===== src/rtl/arith_unit.sv =====
// arith_unit: single-cycle unsigned arithmetic unit with registered result.
// Operands are zero-extended to 2*W bits; the result is truncated to 2*W bits.
// Build option: define ARITH_DIV_EN to include the divider (DIV/MOD opcodes).
// Without it, DIV and MOD produce a zero result with dz clear.
module arith_unit #(
  parameter int unsigned W = 16
) (
  input  logic           clk,
  input  logic           rst_n,
  input  logic           in_valid,
  input  logic [W-1:0]   a,
  input  logic [W-1:0]   b,
  input  logic [2:0]     opcode,
  output logic [2*W-1:0] outau,
  output logic           out_valid,
  output logic           dz
);

  typedef enum logic [2:0] {
    OP_ADD = 3'b000,
    OP_SUB = 3'b001,
    OP_MUL = 3'b010,
    OP_DIV = 3'b011,
    OP_MOD = 3'b100,
    OP_INC = 3'b101,
    OP_DEC = 3'b110,
    OP_ABS = 3'b111
  } op_t;

  localparam logic [2*W-1:0] ONE = {{(2*W-1){1'b0}}, 1'b1};

  op_t            op;
  logic [2*W-1:0] ax;
  logic [2*W-1:0] bx;
  logic [2*W-1:0] res;
  logic           dz_n;

  assign op = op_t'(opcode);
  assign ax = {{W{1'b0}}, a};
  assign bx = {{W{1'b0}}, b};

  // Combinational result and divide-by-zero flag for the current operands
  always_comb begin
    res  = '0;
    dz_n = 1'b0;
    case (op)
      OP_ADD: res = ax + bx;
      OP_SUB: res = ax - bx;
      OP_MUL: res = ax * bx;
`ifdef ARITH_DIV_EN
      OP_DIV: begin
        if (b == '0) begin
          res  = '1;
          dz_n = 1'b1;
        end else begin
          res = {{W{1'b0}}, a / b};
        end
      end
      OP_MOD: begin
        if (b == '0) begin
          res  = ax;
          dz_n = 1'b1;
        end else begin
          res = {{W{1'b0}}, a % b};
        end
      end
`else
      OP_DIV: res = '0;
      OP_MOD: res = '0;
`endif
      OP_INC: res = ax + ONE;
      OP_DEC: res = ax - ONE;
      OP_ABS: res = (ax >= bx) ? (ax - bx) : (bx - ax);
      default: res = '0;
    endcase
  end

  // Output registers: capture on accepted operation, hold otherwise
  always_ff @(posedge clk or negedge rst_n) begin
    if (!rst_n) begin
      outau     <= '0;
      dz        <= 1'b0;
      out_valid <= 1'b0;
    end else if (in_valid) begin
      outau     <= res;
      dz        <= dz_n;
      out_valid <= 1'b1;
    end else begin
      out_valid <= 1'b0;
    end
  end

endmodule


===== config.mk =====
export PLATFORM = sky130hd
export DESIGN_NAME = arith_unit
export DESIGN_NICKNAME = d
export VERILOG_FILES = /design/src/rtl/arith_unit.sv
export SDC_FILE = /design/constraint.sdc
export NUM_CORES = 1
export LEC_CHECK = 0
export BUFFER_PORTS_ARGS = -buffer_cell sky130_fd_sc_hd__buf_4
export CAP_MARGIN = 20
export CORE_MARGIN = 2
export CORE_UTILIZATION = 65
export DETAILED_ROUTE_END_ITERATION = 10
export GPL_ROUTABILITY_DRIVEN = 0
export HOLD_SLACK_MARGIN = 0.12
export PLACE_DENSITY_LB_ADDON = 0.08
export SLEW_MARGIN = 20
export SYNTH_ARGS = -nofsm -noshare
export SYNTH_HDL_FRONTEND = slang
export SYNTH_SLANG_ARGS = --single-unit

===== constraint.sdc =====
create_clock -name clk -period 1.51 [get_ports clk]
set_clock_uncertainty 0.15 [all_clocks]
set_input_delay 0.0755 -clock clk [delete_from_list [all_inputs] [get_ports clk]]
set_output_delay 0.0755 -clock clk [all_outputs]
set_load 0.03 [all_outputs]

==> flow_metrics.py, run 1 <==
metrics = {
    "placement": {
        "hpwl_microns": 42620,
        "port_buffers": 70,
        "post-place-ws_ns": -4.758,
    },
    "floorplanning": {
        "start_util_pct": 65.76,
        "die_x_microns": 146.6,
        "fp-row-count": 52,
        "die_y_microns": 146.6,
        "io_pins": 72,
    },
    "global_routing": {
        "overflow": 13,
        "grt_pass1_wl_microns": 114200,
        "grt_pass1_vias": 19348,
        "grt_max_degree": 34,
        "grt_usage_pct": 71.56,
    },
    "synth": {
        "ys_seq_area_share_pct": 6.246,
        "synth_warnings": 0,
        "synthCells": 1646,
        "synth_edf_count": 0,
        "synth_cell_types": 74,
        "synth-seq-cells": 33,
        "ys_async_sr_fraction_pct": 100.0,
        "syn-num-nets": 2050,
        "synth_ff_type": "dfrtp_1",
        "syn_area_sq_um": 13220,
        "syn_avg_cell_area_sq_um": 8.032,
    },
    "status": {
        "status": "stopped before the end",
        "error_line": "[ERROR GRT-0116] Global routing finished with congestion. Check the congestion regions in the DRC Viewer.",
        "haltStage": "global routing (5_1_grt)",
    },
    "clocking": {
        "cts-root-buf": "clkbuf_16",
        "clock_path_buffers": 2,
        "cts_num_sinks": 33,
        "numCtsBuffers": 5,
        "htreeDepth": 2,
    },
}
[metrics by stage]
stage / utilization (%) / TNS [ns] / instance area (sq um) / std cells
CTS: 92.53 / -109.61 / 18600 / 2347
detailed placement: 85.52 / -121.60 / 17190 / 2295
global placement: 85.52 / -117.90 / 17190 / 2295
floorplan: - / -98.62 / 13970 / 1646
[timing repair]
| action | CTS |
|---|---|
| endpoints found under the hold margin | 36 |
| buffers inserted | 43 |
| resized for setup | 209 |
| endpoints found under the setup margin | 31 |
| cloned | 0 |
| pin swaps | 93 |
| hold buffers | 3 |
[cells by family after synthesis]
group | share of synthesized area [%]
flip-flops | 6.246
AO/OA/AOI/OAI | 14.93
AND/OR/NAND/NOR | 16.95
buffers and inverters | 10.76
XOR/XNOR | 3.909
adder cells (fa/ha/maj) | 45.83
multiplexers | 1.353
other | 0.02837
[Yosys cell counts (all sizes together) (3+ instances only)]
cell type  number  share of area (%)
o211ai         12               0.68
o21bai          8               0.54
inv           284                8.1
fa            197                 30
mux2i          13               0.98
nor3           23               0.91
o41ai           3               0.26
a211o           6               0.40
ha            169                 16
xor2           27                1.8
a21oi          75                3.0
a221oi          4               0.26
nand3          23               0.87
a32oi           4               0.26
a21o           29                1.6
nand4           9               0.43
nor2b          13               0.62
or4             6               0.34
xnor2          32                2.1
or3             8               0.38
mux2            4               0.37
nor4            9               0.43
o31a            5               0.33
o22ai           5               0.24
nor2          185                5.3
nor4b           4               0.26
clkinv         11               0.31
and3            3               0.14
nand2         181                5.1
o21ai          52                2.0
o221ai         17                1.1
buf            18               0.65
a31oi          15               0.71
a211oi         19                1.1
clkbuf         61                1.7
or2             5               0.24
a221o           4               0.30
dfrtp          33                6.2
and2           18               0.85
o21a            9               0.51
nand2b         14               0.66
[routing by layer]
metal	track usage, %	GRT overflow
met2	90.28	7
met1	72.70	0
met5	19.32	0
met4	72.14	6
met3	51.72	0
==> run 2, diff against run 1 <==
Settings changed: CORE_UTILIZATION 65 to 40, HOLD_SLACK_MARGIN 0.12 to not set, PLACE_DENSITY_LB_ADDON 0.08 to 0.15.
==> run 2 against run 1 <==
  * The flow now finishes, with violations (setup timing)
  * Area after synthesis unchanged
  * Synthesized cell count did not move
==> flow_metrics.py, run 2 <==
metrics = {
    "synth": {
        "ys_seq_area_share_pct": 6.246,
        "syn_avg_cell_area_sq_um": 8.032,
        "synth_top_area_cell": "fa_1",
        "synth-seq-cells": 33,
        "synthCells": 1646,
        "syn_area_sq_um": 13220,
        "ys_top_cells_by_area": "fa_1 30%, ha_1 16%, inv_1 8.0%",
        "synth_common_cells": "280 x inv_1, 197 x fa_1, 185 x nor2_1",
        "synth_warnings": 0,
        "synth_top_area_share_pct": 29.83,
        "yosysMostFrequentCell": "inv_1",
        "ys_async_sr_fraction_pct": 100.0,
        "synth_edf_count": 0,
        "synth_ff_type": "dfrtp_1",
        "syn-num-nets": 2050,
        "synth_cell_types": 74,
    },
    "cells_and_area": {
        "diodes": 0,
        "area.growth.synth_to_final_pct": 50.50,
        "multiInputGateArea_sq_um": 12490,
        "seq_area_sq_um": 825.8,
        "reg.largest.list": "outau: 32 flops, out_valid: 1 flops",
        "layout_common_cells": "424 x buf_4, 238 x inv_1, 180 x fa_1",
        "nets": 2505,
        "largest-register": "outau",
        "fillCellCount": 2863,
        "stdcell_count": 2544,
        "largest_reg_flops": 32,
        "drive_gt1_share_pct": 38.25,
        "mostFrequentLayoutCell": "buf_4",
    },
    "routing": {
        "drt-total-wl_microns": 50460,
        "avgViaCountPerCell": 5.294,
        "detail-route-antenna-nets": 0,
        "post-route-drc-count": 0,
        "vias": 13468,
        "drtIter0Drc": 998,
        "dr.pass1.iters": 5,
        "avgRoutedWirePerCell_microns": 19.84,
    },
    "worst_setup_path": {
        "crit_top_cell": "fa_1",
        "path_cells": "buf_12 -> clkinv_8 -> nor2_2 -> fa_1 -> inv_2 -> fa_1 -> inv_1 -> fa_1 -> fa_1 -> fa_1 -> inv_2 -> fa_1 -> inv_2 -> ha_4 -> a21oi_4 -> o21ai_2 -> a221o_1 -> a21oi_2 -> o31ai_4 -> a221o_1 -> a221oi_2 -> xor2_1 -> o221ai_1",
        "worst-path-buf-inv": 6,
        "worstSetupPathType": "input pin to flop",
        "arrival_ns": 5.65,
        "crit_family": "adder cells",
        "worstSetupStartpointType": "input pin",
        "worstSetupEndpointType": "flop",
        "critPathRequiredTime_ns": 1.53,
        "slowest_delay_ns": 0.56,
        "cpMaxStageDelayCell": "fa_1",
        "cp_max_fo": 9,
    },
    "sta": {
        "layout_min_cycle_time_ns": 5.636,
        "hold_viol": 0,
        "fin_ws_ns": -4.126,
        "setup-violations-final": 31,
        "clock.fmax_mhz": 177.4,
        "drv_slew": 0,
        "rsz0062_at_grt": "true",
        "fin_crit_sh_pct": 373.3,
    },
    "floorplanning": {
        "die_x_microns": 185.8,
        "design.core.area_sq_um": 32540,
        "dieArea_sq_um": 34520,
        "fp-row-count": 66,
        "start_util_pct": 40.63,
        "die_y_microns": 185.8,
        "io_pins": 72,
    },
    "clocking": {
        "numCtsBuffers": 5,
        "htreeDepth": 2,
        "clock_path_buffers": 2,
        "cts_num_sinks": 33,
        "clk_pin_slew_ns": 0.06,
        "cts-root-buf": "clkbuf_16",
        "cts_tree": "done",
        "clk-insertion-delay-late_ns": 0.29,
    },
    "placement": {
        "dp_cells": 2471,
        "hpwl_microns": 41760,
        "port_buffers": 70,
        "post-place-ws_ns": -4.584,
    },
    "worst_hold_path": {
        "hold_class": "input pin to flop",
    },
    "global_routing": {
        "grt_pass1_vias": 14117,
        "grt_antenna_before_repair": 0,
        "grt_pass1_wl_microns": 77620,
        "grt_max_degree": 34,
        "grt_usage_pct": 29.81,
        "overflow": 0,
    },
    "status": {
        "status": "complete, but fails checks",
        "failed_checks": "setup timing",
    },
    "run": {
        "drv_cap": 0,
    },
}
run 2: cell counts after synthesis:
Identical to the previous run, type by type.
run 2: worst paths after layout:
path / endpoint / startpoint / slack (ns) / cells past startpoint
setup / recovery: outau[30]$_DFFE_PN0P_ / a[5] / -4.13 / 23
hold / removal: out_valid$_DFF_PN0_ / in_valid / 0.07 / 2
setup reg to reg: outau[2]$_DFFE_PN0P_ / outau[2]$_DFFE_PN0P_ / 0.15 / 4
hold reg to reg: outau[4]$_DFFE_PN0P_ / outau[4]$_DFFE_PN0P_ / 0.37 / 1
max in group asynchronous: outau[8]$_DFFE_PN0P_ / rst_n / 0.75 / 2
min in group asynchronous: outau[21]$_DFFE_PN0P_ / rst_n / 0.13 / 2
run 2: kinds of logic after synthesis:
kind of cell | after synthesis | share of synthesized area, %
DFF | 33 | 6.246
buffers and inverters | 374 | 10.76
muxes | 17 | 1.353
AOI/OAI and AO/OA | 288 | 14.93
adders and majority gates | 366 | 45.83
xor gates and xnor gates | 59 | 3.909
other | 1 | 0.02837
and+or+nand+nor | 508 | 16.95
run 2: routing by layer:
| metal | vias to the layer above | GRT usage [%] | wire length [microns] |
|---|---|---|---|
| li1 | 6241 | - | - |
| met1 | 6657 | 38.10 | 21130 |
| met2 | 472 | 50.17 | 24000 |
| met3 | 98 | 5.439 | 3162 |
| met4 | 0 | 11.15 | 2175 |
| met5 | - | 0 | 0 |
run 2: area by class of cell:
| class | count | share of cell area, % |
|---|---|---|
| sequential | 33 | 4.150 |
| clock inverter | 2 | 0.1887 |
| multi-input combinational | 1239 | 62.78 |
| clock buffer | 6 | 0.6980 |
| timing repair inverter | 3 | 0.1572 |
| inverter | 295 | 6.276 |
| timing repair buffer | 524 | 22.97 |
| tap | 442 | 2.780 |
run 2: what timing repair did:
action                                  CTS  global route
hold buffers                              1             0
endpoints found under the setup margin   31            32
resized for setup                       274           134
hold endpoints to repair                 33             0
pin swaps                                82            88
buffers inserted                         45            24
cloned                                    3             0
run 2: per-stage QoR:
step | TNS (ns) | cell area [sq um] | util, % | hold WS (ns)
6_report | -104.00 | 19900 | 61.15 | 0.07106
5_1_grt | -108.40 | 19900 | 61.15 | 0.06924
4_1_cts | -103.51 | 19180 | 58.95 | 0.06317
3_5_place_dp | -119.93 | 17430 | 53.56 | -0.08457
3_3_place_gp | -119.15 | 17430 | 53.56 | -0.08808
2_1_floorplan | -98.62 | 13970 | - | -0.3701
Power of run 2 is not shown: default switching activity piles up to over one toggle a cycle in this logic, so the estimate is an artifact.
==> run 3, diff against run 2 <==
Settings changed: CORE_UTILIZATION 40 to 55.
==> run 3 against run 2 <==
  * Final cell count fell by 5.3%
  * First-iteration DRC count grew 64%
  * Highest routed layer unchanged
  * Core utilization rose by 22 points
  * The run still ends with setup timing left
  * Fmax fell by 2.2%
==> flow_metrics.py, run 3 (synthesized netlist as in run 2, its figures left out) <==
metrics = {
    "cells_and_area": {
        "stdcell_count": 2409,
        "reg.largest.list": "outau: 32 flops, out_valid: 1 flops",
        "area.growth.synth_to_final_pct": 48.41,
        "seq_area_sq_um": 825.8,
        "largest-register": "outau",
        "nets": 2493,
        "multiInputGateArea_sq_um": 12490,
        "mostFrequentLayoutCell": "buf_4",
        "post-route-util_pct": 83.34,
        "drive_gt1_share_pct": 38.06,
        "fillCellCount": 1307,
        "layout_common_cells": "414 x buf_4, 235 x inv_1, 178 x fa_1",
        "largest_reg_flops": 32,
    },
    "sta": {
        "rsz0062_at_grt": "true",
        "hold_viol": 0,
        "worst_slew_pin_slew_ns": 0.5980,
        "drv_slew": 0,
        "fin_crit_sh_pct": 381.7,
        "setup-violations-final": 31,
        "clock.fmax_mhz": 173.5,
        "layout_min_cycle_time_ns": 5.764,
        "fin_ws_ns": -4.254,
        "slew_headroom_pct": 59.90,
    },
    "placement": {
        "port_buffers": 70,
        "dp_cells": 2347,
        "hpwl_microns": 40650,
    },
    "floorplanning": {
        "die_x_microns": 159.0,
        "design.core.area_sq_um": 23540,
        "fp-row-count": 56,
        "start_util_pct": 56.15,
        "io_pins": 72,
        "dieArea_sq_um": 25290,
        "die_y_microns": 159.0,
    },
    "worst_setup_path": {
        "path_cells": "buf_12 -> buf_12 -> nand2_2 -> fa_1 -> inv_1 -> fa_1 -> inv_1 -> fa_1 -> inv_2 -> fa_2 -> fa_1 -> inv_1 -> fa_1 -> inv_2 -> ha_4 -> a21oi_4 -> o21ai_2 -> a221o_1 -> a21oi_2 -> o31ai_4 -> a221o_1 -> a221oi_2 -> xor2_1 -> o221ai_1",
        "critPathRequiredTime_ns": 1.50,
        "worstSetupEndpointType": "flop",
        "worstSetupPathType": "input pin to flop",
        "worstSetupStartpointType": "input pin",
        "crit_top_cell": "fa_1",
        "r2r_cells": 4,
        "r2r-start": "outau[2]$_DFFE_PN0P_",
        "slowest_delay_ns": 0.54,
        "arrival_ns": 5.76,
        "r2r-end": "outau[2]$_DFFE_PN0P_",
        "cpMaxStageDelayCell": "fa_1",
        "cp_max_fo": 5,
        "rrSetupSlack_ns": 0.11,
    },
    "clocking": {
        "clk-insertion-delay-late_ns": 0.28,
        "clk_pin_slew_ns": 0.05,
        "cts_num_sinks": 33,
        "cts_tree": "done",
        "clock_path_buffers": 2,
        "numCtsBuffers": 5,
        "cts-root-buf": "clkbuf_16",
        "htreeDepth": 2,
    },
    "routing": {
        "avgRoutedWirePerCell_microns": 23.60,
        "dr.pass1.iters": 6,
        "post-route-drc-count": 0,
        "drtIter0Drc": 1635,
        "avgViaCountPerCell": 6.170,
        "drt-total-wl_microns": 56860,
        "detail-route-antenna-nets": 0,
        "vias": 14863,
    },
    "global_routing": {
        "grt_usage_pct": 40.70,
        "grt_max_degree": 34,
        "grt_pass1_wl_microns": 80170,
        "grt_antenna_before_repair": 1,
        "overflow": 0,
        "grt_pass1_vias": 14838,
    },
    "status": {
        "status": "complete, but fails checks",
        "failed_checks": "setup timing",
    },
    "run": {
        "drv_cap": 0,
    },
    "worst_hold_path": {
        "hold_class": "input pin to async pin",
    },
}
## run 3: worst max-delay path, delay by kind of cell
family,cells,cell delay [ns]
fa+ha+maj,7,3.21
compound gates,8,1.68
buf+inv,7,0.53
xor+xnor,1,0.18
simple gates,1,0.05
## run 3: per-stage QoR
step	TNS, ns	hold WS (ns)	worst slack, ns	area, sq um
2_1_floorplan	-98.62	-0.3701	-4.126	13970
6_report	-108.98	0.1264	-4.254	19620
3_5_place_dp	-119.68	-0.1008	-4.576	17250
3_3_place_gp	-117.35	-0.1069	-4.433	17250
5_1_grt	-111.49	0.1242	-4.389	19620
4_1_cts	-103.74	0.1140	-4.021	18780
## run 3: repair_timing
action	CTS	global route
gates resized for setup	249	151
buffers inserted	35	22
gates cloned	2	1
endpoints found under the setup margin	31	32
endpoints found under the hold margin	33	0
hold buffers	1	0
pin swaps	96	75
## run 3: area by class of cell
class	count	share of cell area (%)
sequential	33	4.209
multi-input combinational	1239	63.64
antenna	1	0.01275
timing repair buffer	513	22.86
inverter	295	6.358
clock inverter	2	0.1786
clock buffer	5	0.6377
tap	319	2.034
timing repair inverter	2	0.07653
## run 3: worst max path at each step
| stage | startpoint | endpoint | slack, ns | depth (start not counted) |
|---|---|---|---|---|
| 2_1_floorplan | a[3] | outau[30]$_DFFE_PN0P_ | -4.13 | 24 |
| 3_3_place_gp | a[9] | outau[30]$_DFFE_PN0P_ | -4.43 | 23 |
| 5_1_grt | a[9] | outau[30]$_DFFE_PN0P_ | -4.39 | 22 |
| 6_report | a[5] | outau[30]$_DFFE_PN0P_ | -4.25 | 24 |
| 4_1_cts | b[6] | outau[30]$_DFFE_PN0P_ | -4.02 | 23 |
| 3_5_place_dp | a[9] | outau[30]$_DFFE_PN0P_ | -4.58 | 23 |
## run 3: layer usage
metal  part of all wire [%]  GRT usage (%)  vias to the layer above
li1                       -              -                     6217
met1                     34          49.31                     7120
met2                     46          67.91                     1120
met3                     11          7.815                      406
met4                    9.1          23.72                        0
met5                      0              0                        -
Power of run 3 is left out for the same reason.
